### src/rtl/spi_dev_pkg.sv
// -----------------------------------------------------------------------------
// spi_dev_pkg
// Shared definitions for the DCFEB on-board SPI device master:
//   - device-select codes for the comparator DAC, calibration DAC and
//     calibration ADC
//   - the controller FSM state enumeration
//   - the default maximum transfer length
//   - is_active(): true for states in which a device enable is asserted
// -----------------------------------------------------------------------------
package spi_dev_pkg;

  localparam int MAX_BITS_DEFAULT = 24;

  localparam logic [1:0] DEV_CDAC   = 2'd0;
  localparam logic [1:0] DEV_CALDAC = 2'd1;
  localparam logic [1:0] DEV_CALADC = 2'd2;

  typedef enum logic [2:0] {
    IDLE   = 3'd0,
    SETUP  = 3'd1,
    HIGH   = 3'd2,
    LOW    = 3'd3,
    HOLD   = 3'd4,
    REJECT = 3'd5
  } spi_state_e;

  // States during which the selected device enable (and BUSY) are high.
  function automatic logic is_active(input spi_state_e s);
    return (s == SETUP) || (s == HIGH) || (s == LOW) || (s == HOLD);
  endfunction

endpackage

### src/rtl/spi_phase_timer.sv
// -----------------------------------------------------------------------------
// spi_phase_timer
// Counts 0..CLK_DIV-1 and flags the terminal count. Every SPI phase (setup,
// clock high, clock low, hold) lasts exactly one full count, so the owner
// reloads the timer whenever its state changes.
//
// Ports:
//   clk     in  system clock
//   srst    in  synchronous active-high reset
//   reload  in  restart the count at 0 on the next edge
//   tick    out high during the last cycle of the current phase
// -----------------------------------------------------------------------------
module spi_phase_timer #(
  parameter int CLK_DIV = 4
) (
  input  logic clk,
  input  logic srst,
  input  logic reload,
  output logic tick
);

  localparam int CW = (CLK_DIV > 2) ? $clog2(CLK_DIV) : 1;
  localparam logic [CW-1:0] TERM = CW'(CLK_DIV - 1);

  logic [CW-1:0] count_reg;

  always_ff @(posedge clk) begin
    if (srst || reload || tick) begin
      count_reg <= '0;
    end else begin
      count_reg <= count_reg + 1'b1;
    end
  end

  assign tick = (count_reg == TERM);

endmodule

### src/rtl/spi_dev_ctrl.sv
// -----------------------------------------------------------------------------
// spi_dev_ctrl
// SPI master (mode 0, MSB first) for the DCFEB comparator DAC, calibration DAC
// and calibration ADC. Accepts one request at a time, drives the active-high
// device enable, SPI clock and data, and returns the word shifted in on
// SPI_RTN. The downstream pad stage inverts enables into chip selects.
//
// Parameters:
//   CLK_DIV   CLK cycles per SPI clock half-period (2..255, 3..255 when the
//             return synchronizer is built)
//   MAX_BITS  width of TX_DATA/RX_DATA and longest transfer
//
// Ports:
//   CLK, RST           clock, synchronous active-high reset
//   START              one-cycle request, only sampled in IDLE
//   DEV_SEL, NBITS     target device (3 illegal), length 1..MAX_BITS
//   TX_DATA            right-justified outgoing word
//   BUSY, DONE, ERR    status; ERR is meaningful only with DONE
//   RX_DATA            right-justified received word
//   SPI_RTN            serial return line
//   SPI_CK, SPI_DAT    SPI clock (idles low) and data
//   CDAC_ENB, CALDAC_ENB, CALADC_ENB   device enables
//
// Build option:
//   SPI_RTN_SYNC_EN  adds a 2-flop synchronizer on SPI_RTN (needs CLK_DIV >= 3)
// -----------------------------------------------------------------------------
module spi_dev_ctrl
  import spi_dev_pkg::*;
#(
  parameter int CLK_DIV  = 4,
  parameter int MAX_BITS = MAX_BITS_DEFAULT
) (
  input  logic                CLK,
  input  logic                RST,
  input  logic                START,
  input  logic [1:0]          DEV_SEL,
  input  logic [4:0]          NBITS,
  input  logic [MAX_BITS-1:0] TX_DATA,
  output logic                BUSY,
  output logic                DONE,
  output logic                ERR,
  output logic [MAX_BITS-1:0] RX_DATA,
  input  logic                SPI_RTN,
  output logic                SPI_CK,
  output logic                SPI_DAT,
  output logic                CDAC_ENB,
  output logic                CALDAC_ENB,
  output logic                CALADC_ENB
);

  spi_state_e state_reg, state_next;

  logic                pending_reg;   // request latched, SETUP starts next edge
  logic [1:0]          dev_reg;
  logic [4:0]          bit_cnt_reg;
  logic [MAX_BITS-1:0] tx_shift_reg;  // left-aligned: MSB is next bit out
  logic [MAX_BITS-1:0] rx_shift_reg;
  logic [MAX_BITS-1:0] rx_data_reg;
  logic                busy_reg, done_reg, err_reg, ck_reg, dat_reg;
  logic [2:0]          enb_reg;
  logic [2:0]          enb_next;

  logic                tick;
  logic                rtn_sample;
  logic                req_ok;
  logic [MAX_BITS-1:0] tx_align;
  logic                accept, reject, shift_en, finish;

  // ---------------------------------------------------------------------------
  // Return path
  // ---------------------------------------------------------------------------
`ifdef SPI_RTN_SYNC_EN
  logic rtn_meta_reg, rtn_sync_reg;

  always_ff @(posedge CLK) begin
    if (RST) begin
      rtn_meta_reg <= 1'b0;
      rtn_sync_reg <= 1'b0;
    end else begin
      rtn_meta_reg <= SPI_RTN;
      rtn_sync_reg <= rtn_meta_reg;
    end
  end

  assign rtn_sample = rtn_sync_reg;

  // Two cycles of synchronizer latency must fit inside one high phase.
  if (CLK_DIV < 3 || CLK_DIV > 255) begin : g_div_chk
    $error("spi_dev_ctrl: CLK_DIV must be 3..255 with SPI_RTN_SYNC_EN");
  end
`else
  assign rtn_sample = SPI_RTN;

  if (CLK_DIV < 2 || CLK_DIV > 255) begin : g_div_chk
    $error("spi_dev_ctrl: CLK_DIV must be 2..255");
  end
`endif

  if (MAX_BITS < 2 || MAX_BITS > 31) begin : g_bits_chk
    $error("spi_dev_ctrl: MAX_BITS must be 2..31");
  end

  // ---------------------------------------------------------------------------
  // Phase timer, restarted on every state change
  // ---------------------------------------------------------------------------
  spi_phase_timer #(
    .CLK_DIV (CLK_DIV)
  ) u_timer (
    .clk    (CLK),
    .srst   (RST),
    .reload (state_next != state_reg),
    .tick   (tick)
  );

  // ---------------------------------------------------------------------------
  // Request decode
  // ---------------------------------------------------------------------------
  assign req_ok = (DEV_SEL != 2'd3) && (NBITS != 5'd0) && (int'(NBITS) <= MAX_BITS);

  // Left-align the word so the first bit out is always the MSB of the shifter.
  always_comb begin
    tx_align = '0;
    if (req_ok) begin
      tx_align = TX_DATA << (MAX_BITS - int'(NBITS));
    end
  end

  // ---------------------------------------------------------------------------
  // FSM next state
  // ---------------------------------------------------------------------------
  always_comb begin
    state_next = state_reg;
    accept     = 1'b0;
    reject     = 1'b0;
    shift_en   = 1'b0;
    finish     = 1'b0;
    case (state_reg)
      IDLE: begin
        if (pending_reg) begin
          state_next = SETUP;
        end else if (START && !done_reg) begin
          // A START during the DONE cycle is dropped, never queued.
          if (req_ok) begin
            accept = 1'b1;
          end else begin
            reject     = 1'b1;
            state_next = REJECT;
          end
        end
      end
      SETUP: begin
        if (tick) state_next = HIGH;
      end
      HIGH: begin
        if (tick) begin
          shift_en   = 1'b1;
          state_next = (bit_cnt_reg == 5'd1) ? HOLD : LOW;
        end
      end
      LOW: begin
        if (tick) state_next = HIGH;
      end
      HOLD: begin
        if (tick) begin
          finish     = 1'b1;
          state_next = IDLE;
        end
      end
      REJECT: begin
        state_next = IDLE;
      end
      default: begin
        state_next = IDLE;
      end
    endcase
  end

  // One enable per device, decoded from the latched selection.
  genvar gi;
  generate
    for (gi = 0; gi < 3; gi++) begin : g_enb
      assign enb_next[gi] = is_active(state_next) && (dev_reg == 2'(gi));
    end
  endgenerate

  // ---------------------------------------------------------------------------
  // State, datapath and registered outputs
  // ---------------------------------------------------------------------------
  always_ff @(posedge CLK) begin
    if (RST) begin
      state_reg    <= IDLE;
      pending_reg  <= 1'b0;
      dev_reg      <= DEV_CDAC;
      bit_cnt_reg  <= '0;
      tx_shift_reg <= '0;
      rx_shift_reg <= '0;
      rx_data_reg  <= '0;
      busy_reg     <= 1'b0;
      done_reg     <= 1'b0;
      err_reg      <= 1'b0;
      ck_reg       <= 1'b0;
      dat_reg      <= 1'b0;
      enb_reg      <= '0;
    end else begin
      state_reg   <= state_next;
      pending_reg <= accept;

      if (accept) begin
        dev_reg      <= DEV_SEL;
        bit_cnt_reg  <= NBITS;
        tx_shift_reg <= tx_align;
        rx_shift_reg <= '0;
      end else if (shift_en) begin
        bit_cnt_reg  <= bit_cnt_reg - 5'd1;
        tx_shift_reg <= {tx_shift_reg[MAX_BITS-2:0], 1'b0};
        rx_shift_reg <= {rx_shift_reg[MAX_BITS-2:0], rtn_sample};
      end

      // Data changes only as the clock goes (or stays) low.
      if (pending_reg) begin
        dat_reg <= tx_shift_reg[MAX_BITS-1];
      end else if (shift_en && bit_cnt_reg != 5'd1) begin
        dat_reg <= tx_shift_reg[MAX_BITS-2];
      end

      if (finish) begin
        rx_data_reg <= rx_shift_reg;
      end

      busy_reg <= is_active(state_next);
      ck_reg   <= (state_next == HIGH);
      enb_reg  <= enb_next;
      done_reg <= reject || finish;
      err_reg  <= reject;
    end
  end

  assign BUSY       = busy_reg;
  assign DONE       = done_reg;
  assign ERR        = err_reg;
  assign RX_DATA    = rx_data_reg;
  assign SPI_CK     = ck_reg;
  assign SPI_DAT    = dat_reg;
  assign CDAC_ENB   = enb_reg[DEV_CDAC];
  assign CALDAC_ENB = enb_reg[DEV_CALDAC];
  assign CALADC_ENB = enb_reg[DEV_CALADC];

endmodule

### config.mk
export PLATFORM = sky130hd
export DESIGN_NAME = spi_dev_ctrl
export DESIGN_NICKNAME = d
export VERILOG_FILES = /design/src/rtl/spi_dev_pkg.sv /design/src/rtl/spi_phase_timer.sv /design/src/rtl/spi_dev_ctrl.sv
export SDC_FILE = /design/constraint.sdc
export NUM_CORES = 1
export LEC_CHECK = 0
export ABC_AREA = 1
export BUFFER_PORTS_ARGS = -buffer_cell sky130_fd_sc_hd__buf_2
export CAP_MARGIN = 0
export CORE_UTILIZATION = 45
export CTS_CLUSTER_DIAMETER = 150
export DETAILED_ROUTE_END_ITERATION = 10
export PLACE_DENSITY = 0.73
export SLEW_MARGIN = 40
export SYNTH_ARGS = -nofsm -noshare
export SYNTH_HDL_FRONTEND = slang
export SYNTH_HIERARCHICAL = 1
export SYNTH_SLANG_ARGS = --single-unit
export TNS_END_PERCENT = 100
### constraint.sdc
create_clock -name CLK -period 2.9 [get_ports CLK]
set_clock_uncertainty 0.1 [all_clocks]
set_input_delay 0.725 -clock CLK [delete_from_list [all_inputs] [get_ports CLK]]
set_output_delay 0.725 -clock CLK [all_outputs]
set_load 0.01 [all_outputs]
==> results of run 1 <==
-- routing by layer --
layer	global-route usage, %	wire length [µm]
met5	0	0
met4	6.65	187
met3	3.65	451
met2	35.2	5510
met1	28.6	5750
-- cells in the final DEF, fill, tap and decap left out, types with 4 or more instances in the layout --
cell type,count
a21oi_1,77
buf_2,66
buf_4,13
clkbuf_8,10
dfxtp_1,93
ha_1,4
inv_1,47
inv_2,10
nand2_1,152
nand3_1,138
nand4_1,4
nor2_1,27
o211ai_1,8
o21ai_0,71
o21ai_1,16
xor2_1,4
-- final cells by class --
class                      count  area, µm²  share of cell area (%)
clock buffer                  10        138                    2.49
tap                          136        170                    3.08
timing repair buffer          79        428                    7.74
inverter                      60        233                    4.21
sequential                    93       1860                    33.7
clock inverter                 6       53.8                   0.973
multi-input combinational    531       2640                    47.8
-- kinds of logic after synthesis --
group           Yosys count  share of synthesized area [%]
compound gates          182                           19.4
xor+xnor                  6                           1.06
fa+ha+maj                 4                           1.01
buf+inv                 107                           9.03
flops                    93                           37.7
simple gates            339                           31.9
-- report_power, final --
part | leakage, nW | internal, W | switching (W)
clock network | 0.0950 | 0.000349 | 0.000482
registers | 0.754 | 0.00136 | 0.0000518
logic | 1.51 | 0.000245 | 0.000480
total | 2.36 | 0.00196 | 0.00101
-- stage by stage --
stage | power, W | worst slack, ps | instance area [µm²] | util [%]
4_1_cts | 0.00298 | 662 | 5530 | 52.6
6_report | 0.00297 | 646 | 5530 | 52.6
3_3_place_gp | 0.00215 | 410 | 5340 | 50.8
2_1_floorplan | 0.00198 | 213 | 4940 | -
5_1_grt | 0.00315 | 419 | 5530 | 52.6
3_5_place_dp | 0.00216 | 361 | 5340 | 50.8
-- synthesized netlist by cell type (all sizes together) --
master	instances
nand4	5
a221oi	2
a21boi	1
inv	60
nand3	140
nor3	5
nor2	32
a31oi	2
o22ai	1
o211ai	8
and2	1
a21oi	80
xor2	5
clkbuf	25
ha	4
a22oi	1
buf	22
o21ai	87
nand2	156
xnor2	1
dfxtp	93
-- worst max-delay path, delay by kind of cell (launching register included) --
kind,cells,cell delay [ps]
AND/OR/NAND/NOR,3,560
AO/OA/AOI/OAI,1,60
flip-flops,1,470
buffers and inverters,4,920
-- worst paths after layout --
path,to,slack [ps],from,cells past startpoint
max,rx_shift_reg[7],650,state_reg[1],8
min,u_timer/count_reg[0],330,u_timer/count_reg[0],1
max reg2reg,rx_shift_reg[7],650,state_reg[1],8
min reg2reg,u_timer/count_reg[0],330,u_timer/count_reg[0],1
==> results.yml, run 1 <==
power_and_ir_drop:
  peakVddDrop_uv: 261
  power.leakage_nw: 2.36
  power_density_nw_per_um2: 537
synthesis:
  ys_seq_area_share_pct: 37.7
  synthTopCellsByArea: "dfxtp_1 38%, nand3_1 14%, nand2_1 12%"
  avgSynthCellArea_um2: 6.76
  synth_top_area_share_pct: 37.7
  synth_cell_types: 36
  yosysTopAreaCell: "dfxtp_1"
  synth.net_count: 770
  ys_warn_count: 6
  synth_area_um2: 4940
  syn_inst: 731
  synth-seq-cells: 93
grt:
  grt_pass1_vias: 4313
  grt_usage_pct: 21.4
  grt_max_degree: 50
  antenna_found_initial: 0
  grt_pass1_wl_mm: 20.0
  grt_remaining_overflow: 0
sta:
  hold_ws_ps: 325
  setup_viol: 0
  tns_ps: 0
  period_needed_ps: 2250
  rsz0062_at_grt: "false"
  timing_max_transition_violations_final: 0
  hold_violations: 0
  fmax_mhz: 444
  period_share_pct: 77.7
  tightest_slew_ps: 728
  max_slew_margin_pct: 51.4
clock_tree:
  clk_pin_slew_ps: 100
  cts.repair.resized: 0
  numCtsBuffers: 9
  clock_sinks: 93
  cts-root-buf: "clkbuf_8"
  clkLatencyLatePin_ps: 360
  clk_path_buf_depth: 2
  htree_levels: 3
  ctsHoldBuffers: 0
  cts_tree: "yes"
  postCtsSetupRepairBufs: 0
drt:
  ant_nets: 0
  via_per_inst: 5.43
  routedWlPerCell_um: 13.0
  firstDrtPassIters: 5
  drcViolationCount: 0
  drt_wl_total_mm: 11.9
  drt-initial-drc-count: 364
  num_vias: 4965
setup_path:
  path_class: "reg -> reg"
  cp.arrival_ps: 2380
  critPathCaptureType: "register"
  path_max_fanout: 26
  required_ps: 3030
  crit_top_cell: "inv_2"
  cp_slowest_cell: "dfxtp_1"
  start_kind: "register"
  max_stage_delay_ps: 470
  worstPathCellList: "inv_2 > nor3_2 > inv_2 > nor2_2 > inv_1 > buf_4 > nand2_1 > a21oi_1"
floorplan:
  core_area_um2: 10500
  ios: 67
  die_area_um2: 11400
  fp-row-count: 37
  start_util_pct: 47.1
  die_h_um: 107
  die_w_um: 107
layout:
  num_antenna_cells: 0
  layout.cells.non_filler: 915
  fin_nets: 813
  drive_gt1_share_pct: 16.2
  nFillCells: 1058
  area_delta_synth_final_pct: 11.8
hold_path:
  hold_class: "reg -> reg"
flow_run:
  drv_cap: 0
outcome:
  status: "finished clean"
placed_design:
  place_hpwl_mm: 8.63
  numPortBuffers: 66
  gp_congestion: 0.936
  place_inst: 899
Power figures use the tool's default switching activity.
==> run 2, diff against run 1 <==
--- a/config.mk
+++ b/config.mk
@@ -5,13 +5,13 @@
 export SDC_FILE = /design/constraint.sdc
 export NUM_CORES = 1
 export LEC_CHECK = 0
-export ABC_AREA = 1
+export ABC_AREA = 0
 export BUFFER_PORTS_ARGS = -buffer_cell sky130_fd_sc_hd__buf_2
 export CAP_MARGIN = 0
 export CORE_UTILIZATION = 45
 export CTS_CLUSTER_DIAMETER = 150
 export DETAILED_ROUTE_END_ITERATION = 10
-export PLACE_DENSITY = 0.73
+export PLACE_DENSITY = 0.75
 export SLEW_MARGIN = 40
 export SYNTH_ARGS = -nofsm -noshare
 export SYNTH_HDL_FRONTEND = slang
==> constraint.sdc (replaced) <==
create_clock -name CLK -period 2.05 [get_ports CLK]
set_clock_uncertainty 0.1 [all_clocks]
set_input_delay 0.5125 -clock CLK [delete_from_list [all_inputs] [get_ports CLK]]
set_output_delay 0.5125 -clock CLK [all_outputs]
set_load 0.01 [all_outputs]
==> results.yml, run 2 <==
synthesis:
  ys_warn_count: 6
  synth_cell_types: 64
  synthTopCellsByArea: "dfxtp_1 37%, nand2_1 10%, a21oi_1 6.8%"
  syn_inst: 657
  synthTopCellsByCount: "135 x nand2_1, 93 x dfxtp_1, 68 x a21oi_1"
  yosysTopAreaCell: "dfxtp_1"
  synth_top_area_share_pct: 37.2
  synth-seq-cells: 93
  async_reset_ff_share_pct: 0
  yosysMostFrequentCell: "nand2_1"
  synth_enable_flop_cells: 0
  avgSynthCellArea_um2: 7.63
  synth.net_count: 696
  synth_area_um2: 5010
  ys_seq_area_share_pct: 37.2
  synth_ff_type: "dfxtp_1"
setup_path:
  r2r-start: "state_reg[2]"
  crit_top_cell: "or3_4"
  ff2ff_path_depth: 7
  required_ps: 2250
  cp_slowest_cell: "or4b_4"
  cpLargestDelayFamily: "simple AND/OR/NAND/NOR gates"
  start_kind: "register"
  worstPathCellList: "or3_4 > or4b_4 > or2_4 > or3_4 > buf_6 > a311o_1 > a31oi_1"
  path_max_fanout: 6
  max_stage_delay_ps: 510
  path_class: "reg -> reg"
  timing.rr.end: "tx_shift_reg[17]"
  crit_buf_inv: 1
  critPathCaptureType: "register"
  cp.arrival_ps: 2770
  rrSetupSlack_ps: -520
sta:
  rsz0062_at_grt: "true"
  hold_violations: 0
  setup_viol: 61
  setup_slack_ps: -517
  fmax_mhz: 390
  max_slew_margin_pct: 61.1
  tightest_slew_ps: 580
  timing_max_transition_violations_final: 0
  period_needed_ps: 2570
  period_share_pct: 125
placed_design:
  numPortBuffers: 66
  place_hpwl_mm: 10.9
  placed_cell_area_um2: 6230
  gp_congestion: 0.920
layout:
  fin_nets: 837
  area_delta_synth_final_pct: 33.9
  final_common_cell: "nand2_1"
  finalInstanceArea_um2: 6710
  drive_gt1_share_pct: 31.6
  num_antenna_cells: 0
  final_cell_mix: "135 x nand2_1, 109 x buf_4, 93 x dfxtp_1"
grt:
  grt_max_degree: 28
  antenna_found_initial: 0
  grt_remaining_overflow: 0
  grt_usage_pct: 26.0
  grt_pass1_wl_mm: 24.0
  grt_pass1_vias: 4868
flow_run:
  drv_cap: 0
floorplan:
  fp-row-count: 38
  die_area_um2: 11600
  die_w_um: 108
  core_area_um2: 10800
  die_h_um: 108
  start_util_pct: 46.2
  ios: 67
drt:
  drcViolationCount: 2
  ant_nets: 0
  via_per_inst: 5.67
  num_vias: 5348
  drt_wl_total_mm: 14.8
  firstDrtPassIters: 10
  routedWlPerCell_um: 15.7
  drt-initial-drc-count: 397
power_and_ir_drop:
  power_w: 0.00453
  power.leakage_nw: 2.71
  power_density_nw_per_um2: 675
  peakVddDrop_uv: 420
clock_tree:
  clk_pin_slew_ps: 100
  ctsHoldBuffers: 0
  clkLatencyLatePin_ps: 360
  clock_sinks: 93
  cts_tree: "yes"
  clk_path_buf_depth: 2
  numCtsBuffers: 9
  cts-root-buf: "clkbuf_8"
  htree_levels: 3
hold_path:
  hold_class: "in -> reg"
  worstHoldEndpoint: "rx_shift_reg[0]"
  worstHoldStart: "SPI_RTN"
  worst_hold_path.num_cells: 3
outcome:
  violations: "design-rule violations, negative setup slack"
  status: "complete, but fails checks"
[run 2: cell types whose count changed in the layout (fill, tap and decap cells not counted), sizes merged, moves of 24 or more]
cell   before  now
inv        62   11
o21ai      87   30
nand3     140    9
buf        79  184
mux2i       0   24
nor2       32   57
[run 2: how the worst max path moves through the flow]
stage | to | startpoint | cells after the start
floorplan | tx_shift_reg[19] | NBITS[0] | 11
global placement | tx_shift_reg[20] | NBITS[0] | 10
detailed placement | tx_shift_reg[20] | NBITS[0] | 10
CTS | tx_shift_reg[14] | state_reg[2] | 7
global route | tx_shift_reg[14] | state_reg[2] | 7
finish | tx_shift_reg[17] | state_reg[2] | 7
[run 2: cells by family (layout without fill, tap and decap cells)]
logic type                 count (synthesis)  after routing  synth area share, %
AOI/OAI and AO/OA                        193            193                 24.8
xor gates and xnor gates                   8              8                 1.40
adders and majority gates                  4              4                0.999
buffers and inverters                     65            211                 5.04
DFF                                       93             93                 37.2
muxes                                     33             33                 7.27
and+or+nand+nor                          261            261                 23.3
[run 2: stage by stage]
stage | setup TNS, ps | utilization (%) | setup WS [ps] | hold WS (ps) | instances
after detailed placement | -26370 | 57.5 | -969 | 344 | 918
after global placement | -25070 | 57.5 | -874 | 342 | 918
after CTS | -13200 | 60.3 | -488 | 304 | 936
final | -13770 | 61.9 | -517 | 307 | 943
after floorplan | -23860 | - | -811 | 309 | 657
after global routing | -17030 | 61.9 | -580 | 311 | 943
[run 2: per-layer routing]
metal	share of wire (%)	routed length [µm]	track usage, %
met1	46	6790	35.1
met5	0	0	0
met3	4.9	723	3.21
met4	1.6	238	8.02
met2	48	7090	43.1
[run 2: report_power, final]
group          switching (W)  internal, W  leakage, nW  total [W]
registers          0.0000449      0.00188        0.754    0.00193
logic               0.000687     0.000629         1.85    0.00132
clock network       0.000673     0.000610        0.109    0.00128
total                0.00140      0.00312         2.71    0.00453
[run 2: layout make-up]
| type | instances | area (µm²) |
|---|---|---|
| multi-input cells | 499 | 3090 |
| flip-flops and latches | 93 | 1860 |
| inverters | 9 | 46.3 |
| clock inverters | 6 | 68.8 |
| clock buffers | 10 | 138 |
| well taps | 140 | 175 |
| fillers | 944 | 4130 |
| repair buffers | 186 | 1330 |
[run 2: tightest hold or removal path: stages]
cell and delay (ps):
buf_2 100, nand2_1 50, a21oi_1 50
[run 2: timing repair]
action | 4_1_cts | 5_1_grt
cloned | 1 | 2
resized for setup | 24 | 18
endpoints found under the setup margin | 58 | 60
endpoints found under the hold margin | 0 | 0
pin swaps | 9 | 8
setup buffers | 1 | 5
==> run 3, diff against run 2 <==
--- a/config.mk
+++ b/config.mk
@@ -5,7 +5,7 @@
 export SDC_FILE = /design/constraint.sdc
 export NUM_CORES = 1
 export LEC_CHECK = 0
-export ABC_AREA = 0
+export ABC_AREA = 1
 export BUFFER_PORTS_ARGS = -buffer_cell sky130_fd_sc_hd__buf_2
 export CAP_MARGIN = 0
 export CORE_UTILIZATION = 45
==> constraint.sdc (replaced) <==
create_clock -name CLK -period 2.05 [get_ports CLK]
set_clock_uncertainty 0.1 [all_clocks]
set_input_delay 0.5125 -clock CLK [delete_from_list [all_inputs] [get_ports CLK]]
set_output_delay 0.5125 -clock CLK [all_outputs]
set_load 0.05 [all_outputs]
==> results.yml, run 3 (synthesis results as in run 1) <==
drt:
  num_vias: 5128
  met1_length_mm: 5.68
  via_per_inst: 5.35
  drcViolationCount: 0
  drt-initial-drc-count: 341
  drt_wl_total_mm: 12.8
  top_layer: "met4"
  ant_nets: 0
  wl_met3_um: 573
  routedWlPerCell_um: 13.3
  route.met2.wl_mm: 6.22
  firstDrtPassIters: 5
layout:
  final_cell_mix: "151 x nand2_1, 137 x nand3_1, 92 x dfxtp_1"
  post-route-util_pct: 56.8
  final_common_cell: "nand2_1"
  area_delta_synth_final_pct: 20.7
  finalInstanceArea_um2: 5970
  drive_gt1_share_pct: 21.3
  nFillCells: 998
  fin_nets: 856
  num_antenna_cells: 0
setup_path:
  critPathCaptureType: "register"
  timing.rr.end: "tx_shift_reg[1]"
  required_ps: 2200
  path_class: "reg -> reg"
  rrSetupSlack_ps: 160
  ff2ff_path_depth: 7
  path_max_fanout: 26
  start_kind: "register"
  r2r-start: "state_reg[0]"
  cp.arrival_ps: 2030
clock_tree:
  numCtsBuffers: 9
  clk_path_buf_depth: 2
  ctsHoldBuffers: 0
  htree_levels: 3
  clk_pin_slew_ps: 90
  clock_sinks: 93
  clkLatencyLatePin_ps: 370
  cts-root-buf: "clkbuf_8"
  cts_tree: "yes"
grt:
  grt_max_degree: 50
  grt_remaining_overflow: 0
  antenna_found_initial: 0
  grt_pass1_wl_mm: 21.5
  grt_usage_pct: 23.4
  grt_pass1_vias: 4666
floorplan:
  die_h_um: 107
  fp-row-count: 37
  die_w_um: 107
  ios: 67
  die_area_um2: 11400
  core_area_um2: 10500
  start_util_pct: 47.1
power_and_ir_drop:
  peakVddDrop_uv: 503
  power.leakage_nw: 2.59
  power_density_nw_per_um2: 745
  power_w: 0.00445
placed_design:
  place_hpwl_mm: 9.61
  gp_congestion: 0.907
  numPortBuffers: 66
  placed_cell_area_um2: 5770
  pre_cts_slack_ps: -168
sta:
  timing_max_transition_violations_final: 0
  setup_slack_ps: 164
  tightest_slew_ps: 327
  period_share_pct: 92.0
  setup_viol: 0
  fmax_mhz: 530
  hold_violations: 0
  max_slew_margin_pct: 78.2
  period_needed_ps: 1890
  rsz0062_at_grt: "false"
hold_path:
  worstHoldStart: "DEV_SEL[1]"
  worstHoldEndpoint: "dev_reg[1]"
  worst_hold_path.num_cells: 3
  hold_class: "in -> reg"
outcome:
  status: "finished clean"
flow_run:
  drv_cap: 0
run 3: cell count changes in the layout (fill, tap and decap cells not counted), moves of 12 or more:
cell and change:
nand3_1 +129, o22ai_1 -16, o21ai_0 +47, o21ai_1 +12
mux2i_1 -22, inv_1 +38, nand2_1 +16, buf_4 -59
nor2_1 -28, nor3_1 -14
run 3: per-stage QoR:
stage | setup TNS (ps) | std cells | hold slack, ps
3_5_place_dp | -3440 | 942 | 327
3_3_place_gp | -1700 | 942 | 305
5_1_grt | 0 | 958 | 254
6_report | 0 | 958 | 257
4_1_cts | 0 | 958 | 244
2_1_floorplan | -393 | 731 | 297
run 3: layout make-up:
cell class                      instances  area (µm²)  share of cell area [%]
Sequential cell                        93        1860                    31.2
Clock buffer                           10         138                    2.31
Inverter                               60         238                    3.98
Multi-Input combinational cell        531        2680                    44.9
Tap cell                              136         170                    2.85
Timing Repair Buffer                  122         826                    13.8
Clock inverter                          6        52.6                   0.880
run 3: what timing repair did:
item / CTS / global route
endpoints found under the setup margin: 1 / 13
cloned: 0 / 0
setup buffers: 0 / 0
gates resized for setup: 1 / 3
run 3: worst max-delay path: stages, from the launching register on:
cell	delay, ps
dfxtp_1	400
nor3_2	270
inv_2	90
nor2_4	210
inv_1	70
buf_4	220
o21ai_0	280
a21oi_1	110
run 3: worst max-delay path by stage:
stage                         start          endpoint  cells after the start  slack, ps
3_3_place_gp               NBITS[1]  tx_shift_reg[11]                     12       -110
6_report               state_reg[0]   tx_shift_reg[1]                      7        160
5_1_grt                state_reg[0]           SPI_DAT                      8          5
2_1_floorplan              NBITS[0]  tx_shift_reg[10]                     14        -90
3_5_place_dp               NBITS[1]  tx_shift_reg[11]                     12       -170
4_1_cts        u_timer/count_reg[0]   tx_shift_reg[9]                      7        100
run 3: layer usage:
layer  global-route usage [%]  up-vias
met3                     4.62       24
met4                     7.73        0
li1                         -     2636
met2                     39.4      144
met1                     29.7     2324
met5                        0        -
run 3: power by group:
group          switching [W]  total, W  leakage (nW)  internal [W]
logic               0.000788   0.00128          1.74      0.000496
registers          0.0000690   0.00200         0.755       0.00193
clock network       0.000675   0.00117        0.0914      0.000493
total                0.00153   0.00445          2.59       0.00292
